### src/rtl/csa_pkg.sv
// Shared sizing constants for the carry-select adder datapath.
package csa_pkg;

   localparam int ADDER_WIDTH = 16;
   localparam int CSA_BLOCK   = 4;

endpackage

### src/rtl/csa_block.sv
// One carry-select stage: two ripple adders precompute both carry-in cases,
// and the incoming carry picks the finished result through 2:1 muxes.
module csa_block
   import csa_pkg::*;
#(
   parameter int BLOCK = CSA_BLOCK
) (
   input  logic [BLOCK-1:0] a,
   input  logic [BLOCK-1:0] b,
   input  logic             sel,
   output logic [BLOCK-1:0] sum,
   output logic             cout
);

   logic [BLOCK-1:0] sum0;
   logic [BLOCK-1:0] sum1;
   logic             cout0;
   logic             cout1;

   // Both chains settle while the lower block's carry is still in flight.
   always_comb begin
      logic c0;
      logic c1;
      c0   = 1'b0;
      c1   = 1'b1;
      sum0 = '0;
      sum1 = '0;
      for (int i = 0; i < BLOCK; i++) begin
         sum0[i] = a[i] ^ b[i] ^ c0;
         c0      = (a[i] & b[i]) | (c0 & (a[i] ^ b[i]));
         sum1[i] = a[i] ^ b[i] ^ c1;
         c1      = (a[i] & b[i]) | (c1 & (a[i] ^ b[i]));
      end
      cout0 = c0;
      cout1 = c1;
   end

   assign sum  = sel ? sum1  : sum0;
   assign cout = sel ? cout1 : cout0;

endmodule

### src/rtl/csa16_adder.sv
// Registered unsigned adder {cout, s} = x + y + cin built from carry-select
// blocks; the result is captured one clock after the operands are sampled.
module csa16_adder
   import csa_pkg::*;
#(
   parameter int WIDTH = ADDER_WIDTH,
   parameter int BLOCK = CSA_BLOCK
) (
   input  logic             clk,
   input  logic             rst,
   input  logic [WIDTH-1:0] x,
   input  logic [WIDTH-1:0] y,
   input  logic             cin,
   output logic [WIDTH-1:0] s,
   output logic             cout
);

   localparam int NUM_BLOCKS = WIDTH / BLOCK;

   logic [WIDTH-1:0] sum_c;
   logic             cout_c;
   logic [BLOCK-1:0] blk0_sum;
   logic             blk0_cout;

   // The lowest block sees cin directly, so a single ripple chain is enough.
   always_comb begin
      logic c;
      c        = cin;
      blk0_sum = '0;
      for (int i = 0; i < BLOCK; i++) begin
         blk0_sum[i] = x[i] ^ y[i] ^ c;
         c           = (x[i] & y[i]) | (c & (x[i] ^ y[i]));
      end
      blk0_cout = c;
   end

   assign sum_c[BLOCK-1:0] = blk0_sum;

   for (genvar k = 1; k < NUM_BLOCKS; k++) begin : g_sel
      logic             sel_in;
      logic [BLOCK-1:0] blk_sum;
      logic             blk_cout;

      if (k == 1) begin : g_first
         assign sel_in = blk0_cout;
      end else begin : g_chain
         assign sel_in = g_sel[k-1].blk_cout;
      end

      csa_block #(
         .BLOCK (BLOCK)
      ) u_blk (
         .a    (x[k*BLOCK +: BLOCK]),
         .b    (y[k*BLOCK +: BLOCK]),
         .sel  (sel_in),
         .sum  (blk_sum),
         .cout (blk_cout)
      );

      assign sum_c[k*BLOCK +: BLOCK] = blk_sum;
   end

   if (NUM_BLOCKS > 1) begin : g_cout_sel
      assign cout_c = g_sel[NUM_BLOCKS-1].blk_cout;
   end else begin : g_cout_ripple
      assign cout_c = blk0_cout;
   end

   // Output register; reset wins over whatever is on the operands.
   always_ff @(posedge clk) begin
      if (rst) begin
         s    <= '0;
         cout <= 1'b0;
      end else begin
         s    <= sum_c;
         cout <= cout_c;
      end
   end

endmodule

### config.mk
export PLATFORM = sky130hd
export DESIGN_NAME = csa16_adder
export DESIGN_NICKNAME = d
export VERILOG_FILES = /design/src/rtl/csa_pkg.sv /design/src/rtl/csa_block.sv /design/src/rtl/csa16_adder.sv
export SDC_FILE = /design/constraint.sdc
export NUM_CORES = 1
export LEC_CHECK = 0
export ABC_AREA = 1
export CELL_PAD_IN_SITES_DETAIL_PLACEMENT = 0
export CELL_PAD_IN_SITES_GLOBAL_PLACEMENT = 1
export CORE_ASPECT_RATIO = 0.5
export CORE_MARGIN = 2
export CORE_UTILIZATION = 26
export DETAILED_ROUTE_END_ITERATION = 12
export GPL_TIMING_DRIVEN = 0
export MAX_ROUTING_LAYER = met4
export PLACE_DENSITY_LB_ADDON = 0.1
export SETUP_SLACK_MARGIN = 0.15
export SYNTH_ARGS = -nofsm -noshare
export SYNTH_HDL_FRONTEND = slang
export SYNTH_SLANG_ARGS = --single-unit
export TNS_END_PERCENT = 30
### constraint.sdc
create_clock -name clk -period 10.09 [get_ports clk]
set_clock_uncertainty 0.2 [all_clocks]
set_input_delay 2.018 -clock clk [delete_from_list [all_inputs] [get_ports clk]]
set_output_delay 2.018 -clock clk [all_outputs]
set_load 0.02 [all_outputs]
==> results.json <==
{
  "status": "finished, final reports clean",
  "route.detailed.drc": 0,
  "antenna_found_initial": 0,
  "port-buffer-count": 51,
  "cp-end-kind": "flip-flop",
  "p_int_uw": 140,
  "worstSetupStartpoint": "y[0]",
  "synth-main-ff-cell": "dfxtp_1",
  "ys_types": 9,
  "power.leakage_nw": 0.706,
  "yosys-top-cells-area": "dfxtp_1 38%, fa_1 29%, inv_1 10%",
  "synth_xor_area_share_pct": 0,
  "power.switching_uw": 55.4,
  "yosysSeqAreaShare_pct": 37.6,
  "min_from": "rst",
  "routed-via-count": 699,
  "syn_inst": 94,
  "yosysTopAreaCellShare_pct": 37.6,
  "netlist_area_um2": 905,
  "cp.required_ns": 10.09,
  "core_area_mm2": 0.00338,
  "ys_seq_elements": 17,
  "hold_violations": 0,
  "postCtsResizedCells": 0,
  "yosysMostFrequentCell": "inv_1",
  "synth_mux_area_share_pct": 0,
  "grt_start_max_net_pins": 12,
  "cp.arrival_ns": 8.17,
  "power.share.combinational_pct": 34.4,
  "swShare_pct": 28.4,
  "numCtsBuffers": 3,
  "maxCapViolations": 0,
  "synth_top_area_cell": "dfxtp_1",
  "critPathLaunchType": "input port",
  "dieHeight_um": 45.7,
  "finalPower_uw": 195,
  "synthTopCellsByCount": "25 x inv_1, 22 x nor2_1, 17 x dfxtp_1",
  "slew_viol_final": 0,
  "root_buffer": "clkbuf_8",
  "vdd_ir_drop_max_mv": 0.0361,
  "fin_crit_ns": 8.17,
  "hpwl_um": 1350,
  "synth-compound-area-share_pct": 1.66,
  "via_per_inst": 3.66,
  "grt_pass1_vias": 601,
  "io_pins": 52,
  "power_density_mw_per_mm2": 129,
  "utilization_pct": 44.9,
  "fmax_mhz": 122,
  "grt_usage_pct": 8.61,
  "fp.dieArea_mm2": 0.00400,
  "hold_class": "input port to flip-flop",
  "path_max_fanout": 4,
  "cts.sinks": 17,
  "yosys.area_share.simple_pct": 12.0,
  "critical_path_class": "input port to flip-flop",
  "dr.first_iter.drc_count": 13,
  "antenna_left": 0,
  "synth_edf_count": 0,
  "tightest_slew_ns": 0.225,
  "clock_path_buffers": 2,
  "holdWs_ns": 2.25,
  "first_pass_iters": 2,
  "syn_nets": 148,
  "die_x_um": 87.4,
  "ys.warnings.count": 0,
  "wl_per_cell_um": 7.92,
  "synth_fa_ha_area_share_pct": 37.1,
  "wl_um": 1510,
  "final_nets": 204,
  "setup_tns_ns": 0,
  "power.clock.fraction_pct": 25.9,
  "synth_top_family_by_area": "adder cells",
  "avgSynthCellArea_um2": 9.62,
  "rsz0062_at_grt": "no",
  "gp_congestion": 0.637,
  "final-setup-viol-count": 0,
  "initial_core_util_pct": 26.8,
  "overflow": 0,
  "ctsHoldBuffers": 0,
  "rows": 15,
  "fin_crit_sh_pct": 81.0,
  "cts_tree": "yes",
  "drive_gt1_share_pct": 3.36,
  "cts_setup_buffers": 0,
  "syn_to_final_growth_pct": 67.6,
  "diodes": 0,
  "endpoint": "s[15]",
  "h-tree-depth": 1,
  "clkTransAtPathRegs_ns": 0.07,
  "async_reset_ff_share_pct": 0,
  "relSlewSlack_pct": 84.8,
  "pwr-share-seq_pct": 39.6,
  "grt_pass1_wl_um": 2460
}
[state kept, by name (all words and copies together) (netlist names)]
name  flops
s        16
cout      1
[cells in the final DEF (no fill, tap or decap)]
cell | Yosys | layout
o21ai_0 | 1 | 1
dfxtp_1 | 17 | 17
ha_1 | 6 | 6
buf_6 | 1 | 1
fa_1 | 13 | 13
clkdlybuf4s50_1 | 0 | 51
a21oi_1 | 2 | 2
inv_1 | 25 | 25
nand2_1 | 7 | 7
clkbuf_8 | 0 | 3
clkinvlp_4 | 0 | 1
nor2_1 | 22 | 22
[cells by family after synthesis]
| logic type | after synthesis |
|---|---|
| flops | 17 |
| compound gates | 3 |
| fa+ha+maj | 19 |
| buf+inv | 26 |
| simple gates | 29 |
[worst min path at each step]
| stage | to | slack, ns | cells past startpoint |
|---|---|---|---|
| floorplan | s[0] | 1.89 | 1 |
| global placement | s[0] | 2.53 | 2 |
| detailed placement | cout | 2.53 | 2 |
| CTS | cout | 2.26 | 2 |
| global route | s[15] | 2.28 | 4 |
| finish | cout | 2.25 | 2 |
[power by group through the flow]
| stage | combinational [mW] | clock [mW] | sequential [mW] |
|---|---|---|---|
| 4_1_cts | 0.0689 | 0.0542 | 0.0776 |
| 2_1_floorplan | 0.0213 | 0 | 0.0904 |
| 3_5_place_dp | 0.0686 | 0 | 0.0791 |
| 3_3_place_gp | 0.0687 | 0 | 0.0789 |
| 5_1_grt | 0.0758 | 0.0563 | 0.0780 |
| 6_report | 0.0672 | 0.0507 | 0.0775 |
[stage by stage]
stage / setup slack [ns] / std cells / cell area [um2]
after floorplan: 2.36 / 94 / 905
after global placement: 1.60 / 187 / 1470
after detailed placement: 1.60 / 187 / 1470
after CTS: 1.85 / 191 / 1520
after global routing: 1.61 / 191 / 1520
final: 1.92 / 191 / 1520
[layer usage]
metal  vias to the layer above  global-route usage (%)  share of wire, %
li1                        372                       -                 -
met1                       302                    9.33                42
met2                        23                    14.8                50
met3                         2                    3.99               7.2
met4                         0                    1.85              0.53
met5                         -                       -                 0
[area by class of cell]
class	instances	area, um2
Fill cell	345	1860
Timing Repair Buffer	51	510
Multi-Input combinational cell	51	459
Sequential cell	17	340
Inverter	25	93.8
Tap cell	42	52.6
Clock buffer	3	41.3
Buffer	1	11.3
Clock inverter	1	7.51
[worst max-delay path, stage by stage]
cell	delay, ns
clkdlybuf4s50_1	0.43
fa_1	0.46
fa_1	0.39
fa_1	0.37
inv_1	0.07
fa_1	0.22
o21ai_0	0.12
fa_1	0.39
fa_1	0.39
fa_1	0.43
nor2_1	0.12
a21oi_1	0.06
fa_1	0.38
fa_1	0.39
fa_1	0.43
nor2_1	0.11
a21oi_1	0.06
fa_1	0.38
fa_1	0.36
inv_1	0.08
fa_1	0.41
nor2_1	0.09
Power figures use the tool's default switching activity.
